File: src/rtl/cpu_defs_pkg.sv
// Shared CPU definitions: opcode encoding plus the MEM-stage state and request types.
package cpu_defs_pkg;

  localparam logic [3:0] OP_ADD   = 4'h0;
  localparam logic [3:0] OP_SUB   = 4'h1;
  localparam logic [3:0] OP_AND   = 4'h2;
  localparam logic [3:0] OP_OR    = 4'h3;
  localparam logic [3:0] OP_XOR   = 4'h4;
  localparam logic [3:0] OP_SLT   = 4'h5;
  localparam logic [3:0] OP_SHL   = 4'h6;
  localparam logic [3:0] OP_SHR   = 4'h7;
  localparam logic [3:0] OP_LOAD  = 4'h8;
  localparam logic [3:0] OP_STORE = 4'h9;
  localparam logic [3:0] OP_BEQ   = 4'hA;
  localparam logic [3:0] OP_JMP   = 4'hB;
  localparam logic [3:0] OP_NOP   = 4'hF;

  localparam logic [1:0] WORD_ALIGN_MASK = 2'b11;

  typedef enum logic [1:0] {
    IDLE     = 2'd0,
    REQ      = 2'd1,
    WAIT_RSP = 2'd2
  } mem_state_t;

  // Control fields of the access currently owned by the MEM stage.
  typedef struct packed {
    logic [3:0] rd;
    logic [3:0] op;
    logic       we;
  } mem_req_t;

  function automatic logic is_misaligned(input logic [1:0] addr_lsb);
    return (addr_lsb & WORD_ALIGN_MASK) != 2'b00;
  endfunction

endpackage

File: src/rtl/mem_stage.sv
// Pipeline MEM stage: single-outstanding data-memory access with a registered
// writeback bundle; ALU results bypass the memory port with one cycle of latency.
module mem_stage
  import cpu_defs_pkg::*;
#(
  parameter int ADDR_W = 32,
  parameter int DATA_W = 32
) (
  input  logic              clk,
  input  logic              rst_n,
  input  logic [3:0]        rd_in,
  input  logic [3:0]        op_in,
  input  logic [31:0]       alu_result_in,
  input  logic [DATA_W-1:0] store_data_in,
  input  logic              mem_read_in,
  input  logic              mem_write_in,
  input  logic              valid_in,
  output logic              ready_out,
  output logic              dreq_valid,
  input  logic              dreq_ready,
  output logic              dreq_we,
  output logic [ADDR_W-1:0] dreq_addr,
  output logic [DATA_W-1:0] dreq_wdata,
  input  logic              drsp_valid,
  input  logic [DATA_W-1:0] drsp_rdata,
  output logic [3:0]        rd_out,
  output logic [3:0]        op_out,
  output logic [DATA_W-1:0] wb_data,
  output logic              wb_en,
  output logic              err_out,
  output logic              valid_out
);

  mem_state_t state;
  mem_req_t   req;

  logic accept;
  logic is_mem;
  logic illegal;

  assign ready_out = (state == IDLE);
  assign accept    = valid_in && ready_out;
  assign is_mem    = mem_read_in || mem_write_in;
  assign illegal   = (mem_read_in && mem_write_in) || is_misaligned(alu_result_in[1:0]);

  // dreq_we/addr/wdata come straight from the latched request, so they are
  // stable for the whole REQ phase without any extra muxing.
  assign dreq_we = req.we;

  always_ff @(posedge clk or negedge rst_n) begin
    if (!rst_n) begin
      state      <= IDLE;
      req        <= '0;
      dreq_valid <= 1'b0;
      dreq_addr  <= '0;
      dreq_wdata <= '0;
      rd_out     <= '0;
      op_out     <= '0;
      wb_data    <= '0;
      wb_en      <= 1'b0;
      err_out    <= 1'b0;
      valid_out  <= 1'b0;
    end else begin
      // NOTE: non-blocking assignments throughout; these defaults make the
      // completion flags single-cycle pulses and are overridden below.
      valid_out <= 1'b0;
      wb_en     <= 1'b0;
      err_out   <= 1'b0;

      unique case (state)
        IDLE: begin
          if (accept) begin
            if (!is_mem || illegal) begin
              rd_out    <= rd_in;
              op_out    <= op_in;
              wb_data   <= DATA_W'(alu_result_in);
              wb_en     <= !is_mem && (rd_in != 4'd0);
              err_out   <= is_mem;
              valid_out <= 1'b1;
            end else begin
              req.rd     <= rd_in;
              req.op     <= op_in;
              req.we     <= mem_write_in;
              dreq_addr  <= alu_result_in[ADDR_W-1:0];
              dreq_wdata <= store_data_in;
              dreq_valid <= 1'b1;
              state      <= REQ;
            end
          end
        end

        REQ: begin
          if (dreq_ready) begin
            dreq_valid <= 1'b0;
            if (req.we) begin
              rd_out    <= req.rd;
              op_out    <= req.op;
              wb_data   <= DATA_W'(dreq_addr);
              valid_out <= 1'b1;
              state     <= IDLE;
            end else begin
              state <= WAIT_RSP;
            end
          end
        end

        WAIT_RSP: begin
          if (drsp_valid) begin
            rd_out    <= req.rd;
            op_out    <= req.op;
            wb_data   <= drsp_rdata;
            wb_en     <= (req.rd != 4'd0);
            valid_out <= 1'b1;
            state     <= IDLE;
          end
        end

        default: state <= IDLE;
      endcase
    end
  end

endmodule

File: config.mk
export PLATFORM = sky130hd
export DESIGN_NAME = mem_stage
export DESIGN_NICKNAME = d
export VERILOG_FILES = /design/src/rtl/cpu_defs_pkg.sv /design/src/rtl/mem_stage.sv
export SDC_FILE = /design/constraint.sdc
export NUM_CORES = 1
export LEC_CHECK = 0
export ABC_AREA = 1
export BUFFER_PORTS_ARGS = -buffer_cell sky130_fd_sc_hd__buf_2
export CORE_AREA = 2 2 114 116
export CTS_BUF_LIST = sky130_fd_sc_hd__clkbuf_4 sky130_fd_sc_hd__clkbuf_8
export CTS_CLUSTER_DIAMETER = 40
export DETAILED_ROUTE_END_ITERATION = 10
export DIE_AREA = 0 0 116 118
export PLACE_DENSITY = 0.88
export SYNTH_ARGS = -nofsm -noshare
export SYNTH_HDL_FRONTEND = slang
export SYNTH_SLANG_ARGS = --single-unit
File: constraint.sdc
create_clock -name clk -period 1.6 [get_ports clk]
set_clock_uncertainty 0.15 [all_clocks]
set_input_delay 0.32 -clock clk [delete_from_list [all_inputs] [get_ports clk]]
set_output_delay 0.32 -clock clk [all_outputs]
set_load 0.02 [all_outputs]
==> flow_metrics.py <==
metrics = {
    "setup_path": {
        "rrSetupSlack_ns": -0.17,
        "cp-end-kind": "flip-flop",
        "r2r-start": "state[1]$_DFFE_PN0P_",
        "reg2reg_to": "wb_data[22]$_DFFE_PN0P_",
        "crit_type": "reg2reg",
        "start_kind": "flip-flop",
        "rr_worst_depth": 10,
        "arrival_ns": 1.94,
        "cp_max_fo": 11,
        "cp.required_ns": 1.76,
    },
    "sta": {
        "fin_ws_ns": -0.1738,
        "setup_viol": 112,
        "min_period_over_period_pct": 110.9,
        "clock.fmax_ghz": 0.5638,
        "slew_headroom_pct": 78.83,
        "slew_violations": 0,
        "rsz0062_at_grt": "yes",
        "hold_ws_ns": 0.02864,
        "fin_crit_ns": 1.774,
        "hold_viol_final": 0,
        "worstMarginPinSlew_ns": 0.3176,
    },
    "placed_design": {
        "gp_congestion": 0.8504,
        "pre_cts_slack_ns": -0.06245,
        "hpwlAfterDp_mm": 11.73,
        "io_buffers": 220,
    },
    "route": {
        "dr.pass1.iters": 6,
        "antenna_left": 0,
        "drc": 0,
        "dr_total_vias": 6250,
        "initialDrtViolationCount": 484,
        "avgRoutedWirePerCell_um": 15.23,
        "routed_via_density": 4.933,
        "wirelength_mm": 19.29,
    },
    "global_route": {
        "grt_max_degree": 41,
        "antenna_found_initial": 0,
        "gr-total-overflow": 0,
        "grt_use_total_pct": 27.74,
        "grt_pass1_vias": 6138,
        "grt_pass1_wl_mm": 29.50,
    },
    "pwr": {
        "power_frac_clock_pct": 15.8,
        "seqPwrFrac_pct": 29.2,
        "p_sw_share_pct": 45.77,
        "internal_power_mw": 10.10,
        "p_per_area_nw_per_um2": 2138,
        "power_frac_comb_pct": 55.0,
        "p_leak_nw": 5.040,
        "p_sw_mw": 8.521,
        "peakVddDrop_v": 0.001070,
    },
    "cts": {
        "cts_buffer_depth": 2,
        "tritoncts": "done",
        "cts_made_buffers": 17,
        "cts_sinks": 119,
        "cts_root_buffer": "clkbuf_8",
        "h-tree-depth": 4,
        "clk_pin_slew_ns": 0.07,
        "clk_latency_ns": 0.43,
    },
    "synth": {
        "avgSynthCellArea_um2": 7.308,
        "synthTopCellsByCount": "nand2_1, dfrtp_1, nand3_1, buf_2, inv_1",
        "ys_seq_area_share_pct": 53.13,
        "synth_top_cell_area_share_pct": 53.13,
        "yosys.area.top_type": "dfrtp_1",
        "synth_warnings": 0,
        "synth_edf_count": 0,
        "synthFlopType": "dfrtp_1",
        "ys_ff_latch": 119,
        "async_flop_share_pct": 100.0,
        "netlist_area_um2": 5605,
        "yosysUniqueCellTypes": 18,
        "synth_most_common_cell": "nand2_1",
        "syn-num-nets": 882,
        "syn_inst": 767,
        "yosys-top-cells-area": "dfrtp_1, nand2_1, nand3_1",
    },
    "finish": {
        "area.sequential_um2": 2978,
        "num-fill-cells": 973,
        "nets": 1197,
        "drive_gt1_share_pct": 31.51,
        "antenna_cells": 0,
        "syn_to_final_growth_pct": 55.38,
        "multiInputGateArea_um2": 2487,
    },
    "floorplanning": {
        "die_w_um": 116,
        "fp-row-count": 41,
        "io_pins": 221,
        "dieArea_um2": 13690,
        "die_y_um": 118,
        "initial_core_util_pct": 45.15,
        "coreArea_um2": 12410,
    },
    "outcome": {
        "status": "complete, but fails checks",
        "violations": "setup timing",
    },
    "hold_path": {
        "whs_endpoint": "req[6]$_DFFE_PN0P_",
        "min_from": "rd_in[1]",
        "hold_depth": 3,
        "hold_path_class": "in2reg",
    },
    "job": {
        "max_cap_viol_count": 0,
    },
}
-- state kept, by name, indices dropped and copies added, names as in the netlist --
name	cells
dreq_addr	32
dreq_wdata	32
wb_data	32
req	8
op_out	4
rd_out	4
state	2
dreq_valid	1
dreq_we	1
err_out	1
valid_out	1
wb_en	1
-- through the flow --
stage | util [%] | total power, mW | instances | setup TNS [ns] | instance area [µm²]
after global placement | 57.87 | 14.48 | 1150 | -0.1903 | 7184
final | 70.16 | 18.62 | 1267 | -9.681 | 8710
after global routing | 70.16 | 19.86 | 1267 | -16.49 | 8710
after detailed placement | 57.87 | 14.73 | 1150 | -1.789 | 7184
after floorplan | - | 11.38 | 767 | -1.275 | 5687
after CTS | 69.09 | 18.25 | 1262 | -8.431 | 8577
-- final cells by class --
type | instances | area share, %
Sequential cell | 119 | 34.19
Timing Repair Buffer | 339 | 28.82
Multi-Input combinational cell | 582 | 28.56
Clock buffer | 23 | 3.563
Tap cell | 172 | 2.471
Clock inverter | 9 | 1.379
Inverter | 23 | 1.020
-- layout by cell type, fill, tap and decap left out, types with 2 or more instances in the layout --
cell,synthesis,layout
o21ai_1,0,7
buf_4,7,24
dfrtp_1,119,119
nand2_2,0,22
bufinv_16,0,3
buf_6,0,6
dlygate4sd3_1,0,68
o21ai_0,18,10
nand2_1,496,471
nand4_1,2,2
buf_2,22,218
nand3b_1,2,2
nor2_1,9,8
buf_12,0,18
inv_1,20,17
clkinv_2,0,6
nand3_1,46,44
nand2_4,0,3
clkbuf_8,0,22
buf_16,0,2
nor2_4,0,2
inv_2,3,5
clkbuf_16,0,3
nand3_2,1,2
ha_4,0,4
-- worst max-delay path, stage by stage, from the launching register on --
cell	delay, ns
dfrtp_1	0.37
inv_2	0.07
ha_4	0.17
buf_6	0.13
nand2_2	0.08
nand3_2	0.10
nor2_4	0.17
nand2_4	0.10
clkbuf_16	0.18
nand2_1	0.07
nand2_1	0.06
-- power by group through the flow --
| stage | clock, mW | sequential (mW) | combinational [mW] |
|---|---|---|---|
| 4_1_cts | 2.98 | 5.38 | 9.89 |
| 2_1_floorplan | 0 | 6.86 | 4.52 |
| 3_5_place_dp | 0 | 5.37 | 9.36 |
| 6_report | 2.95 | 5.44 | 10.2 |
| 5_1_grt | 3.11 | 5.59 | 11.2 |
| 3_3_place_gp | 0 | 5.38 | 9.10 |
-- repair_timing --
action	4_1_cts	5_1_grt
resized for setup	38	16
endpoints found under the setup margin	51	115
cloned	3	4
setup buffers	9	2
pin swaps	7	1
endpoints found under the hold margin	186	0
hold buffers	68	0
-- worst max path at each step --
stage,depth (start not counted),to,from,slack (ns)
CTS,4,ready_out,state[0]$_DFFE_PN0P_,-0.18
floorplan,10,op_out[0]$_DFFE_PN0P_,state[1]$_DFFE_PN0P_,-0.03
detailed placement,9,rd_out[1]$_DFFE_PN0P_,state[0]$_DFFE_PN0P_,-0.06
finish,10,wb_data[22]$_DFFE_PN0P_,state[1]$_DFFE_PN0P_,-0.17
global placement,9,wb_data[4]$_DFFE_PN0P_,state[1]$_DFFE_PN0P_,-0.01
global route,10,wb_data[22]$_DFFE_PN0P_,state[0]$_DFFE_PN0P_,-0.24
-- per-layer routing --
| layer | routed length [µm] | GRT usage (%) | vias up |
|---|---|---|---|
| met5 | 0 | 0 | - |
| met4 | 723 | 14.73 | 0 |
| met3 | 1307 | 6.849 | 63 |
| met2 | 9580 | 46.09 | 326 |
| met1 | 7681 | 32.74 | 2890 |
| li1 | - | - | 2971 |
-- cells by family after synthesis --
family / synth area share [%]
AOI/OAI and AO/OA: 1.696
adders and majority gates: 0.8929
buffers and inverters: 5.379
DFF: 53.13
and+or+nand+nor: 38.91
No activity file was read; power rests on OpenSTA's default activity.
